[config.mk]
export PLATFORM = sky130hd
export DESIGN_NAME = rank_feeder
export DESIGN_NICKNAME = d
export VERILOG_FILES = /design/src/rtl/rank_feeder.sv
export SDC_FILE = /design/constraint.sdc
export NUM_CORES = 2
export LEC_CHECK = 0
export ABC_AREA = 1
export CAP_MARGIN = 5
export CORE_ASPECT_RATIO = 1.75
export CORE_MARGIN = 2
export CORE_UTILIZATION = 40
export DETAILED_ROUTE_END_ITERATION = 8
export HOLD_SLACK_MARGIN = 0.08
export PLACE_DENSITY = 0.54
export SLEW_MARGIN = 5
export SYNTH_ARGS = -nofsm -noshare
export SYNTH_HDL_FRONTEND = slang
export SYNTH_SLANG_ARGS = --single-unit
[constraint.sdc]
create_clock -name aclk -period 4.1 [get_ports aclk]
set_clock_uncertainty 0.15 [all_clocks]
set_input_delay 0.615 -clock aclk [delete_from_list [all_inputs] [get_ports aclk]]
set_output_delay 0.615 -clock aclk [all_outputs]
set_load 0.01 [all_outputs]
[src/rtl/rank_feeder.sv]
// Block source for the rank sorter: streams DEPTH words per start, either from a
// write-loaded buffer (mode=0) or from an 8-bit Fibonacci LFSR (mode=1).
//
// state | meaning
// IDLE  | waiting for start; buffer writes accepted here
// LOAD  | fetching word 0 into out_data; ready rises on the edge leaving this state
// SEND  | offering words; one word moves per edge with valid & ready

module rank_feeder #(
    parameter int         DATA_W    = 8,
    parameter int         DEPTH     = 256,
    parameter int         ADDR_W    = 8,
    parameter logic [7:0] LFSR_SEED = 8'hA5
) (
    input  logic              aclk,
    input  logic              aken,
    input  logic              start,
    input  logic              mode,
    input  logic              wr_en,
    input  logic [ADDR_W-1:0] wr_addr,
    input  logic [DATA_W-1:0] wr_data,
    input  logic              valid,
    output logic              ready,
    output logic [DATA_W-1:0] out_data,
    output logic              busy,
    output logic              done,
    output logic [ADDR_W:0]   count
);

    typedef enum logic [1:0] {
        IDLE = 2'd0,
        LOAD = 2'd1,
        SEND = 2'd2
    } state_t;

    localparam logic [ADDR_W:0] DEPTH_C = (ADDR_W+1)'(DEPTH);
    localparam logic [ADDR_W:0] LAST_C  = DEPTH_C - 1'b1;

    logic [DATA_W-1:0] mem [DEPTH];

    state_t            state, state_nxt;
    logic              mode_q, mode_nxt;
    logic [ADDR_W-1:0] rd_ptr, rd_ptr_nxt;
    logic [ADDR_W-1:0] rd_addr;
    logic [7:0]        lfsr, lfsr_nxt, lfsr_step;
    logic [DATA_W-1:0] rd_word;
    logic              ready_nxt, busy_nxt, done_nxt;
    logic [DATA_W-1:0] out_nxt;
    logic [ADDR_W:0]   count_nxt;
    logic              start_acc, write_acc, xfer;

    assign start_acc = (state == IDLE) && start && !done;
    assign write_acc = (state == IDLE) && wr_en && !start_acc
                       && ({1'b0, wr_addr} < DEPTH_C);
    assign xfer      = (state == SEND) && valid && ready;

    // Address runs one word ahead in SEND so the registered read lands on the transfer edge.
    assign rd_addr   = (state == LOAD) ? rd_ptr : rd_ptr + 1'b1;
    assign rd_word   = mem[rd_addr];
    assign lfsr_step = {lfsr[6:0], lfsr[7] ^ lfsr[5] ^ lfsr[4] ^ lfsr[3]};

    always_comb begin
        state_nxt  = state;
        mode_nxt   = mode_q;
        rd_ptr_nxt = rd_ptr;
        lfsr_nxt   = lfsr;
        ready_nxt  = ready;
        busy_nxt   = busy;
        done_nxt   = 1'b0;
        out_nxt    = out_data;
        count_nxt  = count;

        case (state)
            IDLE: begin
                if (start_acc) begin
                    state_nxt  = LOAD;
                    mode_nxt   = mode;
                    rd_ptr_nxt = '0;
                    count_nxt  = '0;
                    lfsr_nxt   = LFSR_SEED;
                    busy_nxt   = 1'b1;
                end
            end
            LOAD: begin
                out_nxt   = mode_q ? DATA_W'(lfsr) : rd_word;
                ready_nxt = 1'b1;
                state_nxt = SEND;
            end
            SEND: begin
                if (xfer) begin
                    count_nxt  = count + 1'b1;
                    rd_ptr_nxt = rd_ptr + 1'b1;
                    lfsr_nxt   = lfsr_step;
                    if (count == LAST_C) begin
                        ready_nxt = 1'b0;
                        busy_nxt  = 1'b0;
                        done_nxt  = 1'b1;
                        state_nxt = IDLE;
                    end else begin
                        out_nxt = mode_q ? DATA_W'(lfsr_step) : rd_word;
                    end
                end
            end
            default: begin
                state_nxt = IDLE;
                ready_nxt = 1'b0;
                busy_nxt  = 1'b0;
            end
        endcase
    end

    always_ff @(posedge aclk or negedge aken) begin
        if (!aken) begin
            state    <= IDLE;
            mode_q   <= 1'b0;
            rd_ptr   <= '0;
            lfsr     <= LFSR_SEED;
            ready    <= 1'b0;
            busy     <= 1'b0;
            done     <= 1'b0;
            out_data <= '0;
            count    <= '0;
        end else begin
            state    <= state_nxt;
            mode_q   <= mode_nxt;
            rd_ptr   <= rd_ptr_nxt;
            lfsr     <= lfsr_nxt;
            ready    <= ready_nxt;
            busy     <= busy_nxt;
            done     <= done_nxt;
            out_data <= out_nxt;
            count    <= count_nxt;
        end
    end

    // Buffer contents deliberately survive reset.
    always_ff @(posedge aclk) begin
        if (write_acc) begin
            mem[wr_addr] <= wr_data;
        end
    end

endmodule

==> results.yml <==
detailed_routing:
  drcViolationCount: 0
  drt_iter0_drc: 6183
  detail_route.wl_per_cell_um: 25.6
  num_vias: 57250
  antenna_left: 0
  vias_per_cell: 5.47
  routed_wl_mm: 268
  drtPass1Iterations: 6
yosys:
  synth-seq-cells: 2087
  syn-instance-count: 7272
  synth_top_flop_cell: "edfxtp_1"
  syn_nets: 7297
  synth_area_um2: 85200
  yosysMostFrequentCell: "edfxtp_1"
  synth_top_area_share_pct: 72.2
  yosysWarningCount: 0
  synth.avg_cell_area_um2: 11.7
  synthTopCellsByCount: "2048 x edfxtp_1, 2035 x nand2_1, 2014 x nand3_1, 341 x nor2_1, 268 x buf_2"
  ys_seq_area_share_pct: 73.3
  synthArstFlopShare_pct: 1.87
  synth.area.top_cells: "edfxtp_1 72%, nand3_1 12%, nand2_1 9.0%, buf_2 1.6%, nor2_1 1.5%"
  synth_cell_type_count: 33
  synth_top_area_cell: "edfxtp_1"
  synth-edff-count: 2048
clock_network:
  clock-sinks: 2087
  cts_tree: "built"
  clockBufferDepth: 4
  post_cts.repair.setup_buffers: 0
  clk_latency_ps: 850
  cts_htree_levels: 4
  cts_made_buffers: 190
  cts.clk_slew.worst_paths_ps: 70
  cts_root_buffer: "clkbuf_16"
grt:
  grt_overflow: 0
  grt_pass1_wl_mm: 388
  grt_usage_pct: 24.3
  grt_start_max_net_pins: 112
  first_global_vias: 56385
  antenna_found_initial: 9
sta:
  worst_pin_slew_ps: 1050
  rsz0062_at_grt: "false"
  drv_slew: 0
  fin_crit_sh_pct: 95.8
  max_freq_mhz: 255
  tns_ps: 0
  slew_headroom_pct: 29.1
  finalSetupViolCount: 0
  hold_violations: 0
  period_needed_ps: 3930
worst_hold_path:
  hold_path_class: "in -> reg"
  holdPathStages: 1
  hold_start: "wr_data[2]"
setup_path:
  cp.required_ps: 4720
  rr_startpoint: "rd_ptr[0]$_DFFE_PN0P_"
  startpoint_type: "flop"
  critPathCaptureType: "flop"
  r2r_cells: 14
  crit_chain: "inv_1, nand3_2, nand2_8, buf_12, nand2_1, nand3_1, nand3_1, nand3_1, nand3_1, nand3_1, nand3_1, nand3_1, nand3_1, a21oi_1"
  max_stage_delay_ps: 500
  crit_top_cell: "nand3_1"
  cp.arrival_ps: 4550
  cpMaxStageDelayCell: "dfrtp_1"
  r2r_slack_ps: 170
  worstSetupPathType: "reg -> reg"
  cp_max_fo: 75
  cp-startpoint: "rd_ptr[0]$_DFFE_PN0P_"
die:
  start_util_pct: 40.2
  coreArea_um2: 212000
  die_h_um: 615
  ios: 42
  std_cell_rows: 224
  die_area_um2: 217000
  die_x_um: 353
place:
  detailed_place_hpwl_mm: 167
  routabilityCongestion: 0.934
  postPlaceCellArea_um2: 91500
  port_buffers: 41
run_status:
  status: "complete, no violations"
flow_run:
  drv_cap: 0
cells_and_area:
  area_growth_syn_to_layout_pct: 14.7
  multiInputGateArea_um2: 20100
  stdcell_area_um2: 97800
  nFillCells: 19288
  area.sequential_um2: 62500
  drive_gt1_share_pct: 10.5
  nets: 7519
power_and_ir_drop:
  ir_worst_vdd_v: 0.000547
  power.leakage_uw: 0.0344
  p_per_area_nw_per_um2: 629
-- power by group --
| group | internal [uW] | total, uW | switching (uW) |
|---|---|---|---|
| Sequential | 23600 | 23800 | 289 |
| Clock | 10500 | 18300 | 7890 |
| Combinational | 5470 | 19300 | 13900 |
-- critical path: cells and delay by family (launching register included) --
kind                   cells  cell delay, ps
AO/OA/AOI/OAI              1             160
flip-flops                 1             500
buffers and inverters      2             540
AND/OR/NAND/NOR           11            2370
-- area by class of cell --
cell class / count / share of cell area (%)
antenna: 2 / 0.00512
clock buffer: 240 / 5.18
clock inverter: 103 / 1.23
inverter: 149 / 0.582
multi-input combinational: 4545 / 20.6
sequential: 2087 / 63.9
tap: 2825 / 3.62
timing repair buffer: 521 / 4.91
-- logic make-up after synthesis --
kind of cell               share of synthesized area, %
AOI/OAI and AO/OA                                 0.859
xor gates and xnor gates                         0.0617
adders and majority gates                        0.0440
buffers and inverters                              3.26
DFF                                                73.3
and+or+nand+nor                                    22.5
-- cells in the final DEF (no fill, tap or decap), types with 3 or more instances in the layout --
cell type / count
edfxtp_1: 2048
nand2_1: 2017
nand3_1: 2013
buf_4: 418
nor2_1: 341
clkbuf_16: 194
inv_1: 141
buf_12: 59
o211ai_1: 43
clkbuf_1: 42
o21ai_0: 41
clkinv_2: 39
dfrtp_1: 35
clkdlybuf4s50_1: 32
clkinv_1: 29
bufinv_16: 27
nand2_2: 17
a21oi_1: 16
nor3_1: 14
buf_8: 8
nand4_1: 6
o22ai_1: 6
o21ai_4: 6
clkinvlp_4: 5
xor2_1: 4
clkbuf_8: 4
dfstp_2: 4
inv_2: 3
ha_1: 3
inv_6: 3
-- repair_timing --
| action | 4_1_cts | 5_1_grt |
|---|---|---|
| resized for setup | 0 | 1 |
| endpoints found under the setup margin | 0 | 2 |
| hold buffers | 2 | 0 |
| endpoints found under the hold margin | 52 | 0 |
-- registers in the layout, summed over array words and instances (netlist names) --
name and cells:
out_data 8, rd_ptr 8, busy 1, state 2, ready 1, mem 2048, lfsr 8, mode_q 1
count 9, done 1
-- stage by stage --
step | setup WS, ps | instances | power [uW] | utilization (%) | hold slack (ps)
floorplan | 1540 | 7272 | 35900 | - | 169
global placement | 237 | 10125 | 43700 | 43.1 | 355
detailed placement | 208 | 10125 | 43700 | 43.1 | 360
CTS | 190 | 10470 | 61900 | 46.1 | 87.5
global route | 41.2 | 10471 | 64100 | 46.1 | 105
finish | 171 | 10472 | 61500 | 46.1 | 84.9
-- layer usage --
metal	share of wire (%)	vias up	track usage [%]	wire length, um
met3	5.0	626	2.50	13500
met4	7.4	6	15.6	19800
li1	-	26146	-	-
met1	36	28521	27.5	96500
met5	0.013	-	0	34
met2	52	1951	43.4	138000
-- path summary, 6_finish.rpt --
kind / end
worst max register to register: out_data[6]$_DFFE_PN0P_
worst min-delay path: mem[84][2]$_DFFE_PP_
min in group asynchronous: busy$_DFFE_PN0P_
max in group asynchronous: lfsr[1]$_DFFE_PN0P_
worst max-delay path: out_data[6]$_DFFE_PN0P_
worst min register to register: lfsr[7]$_DFFE_PN1P_
No activity file was read; power rests on OpenSTA's default activity.
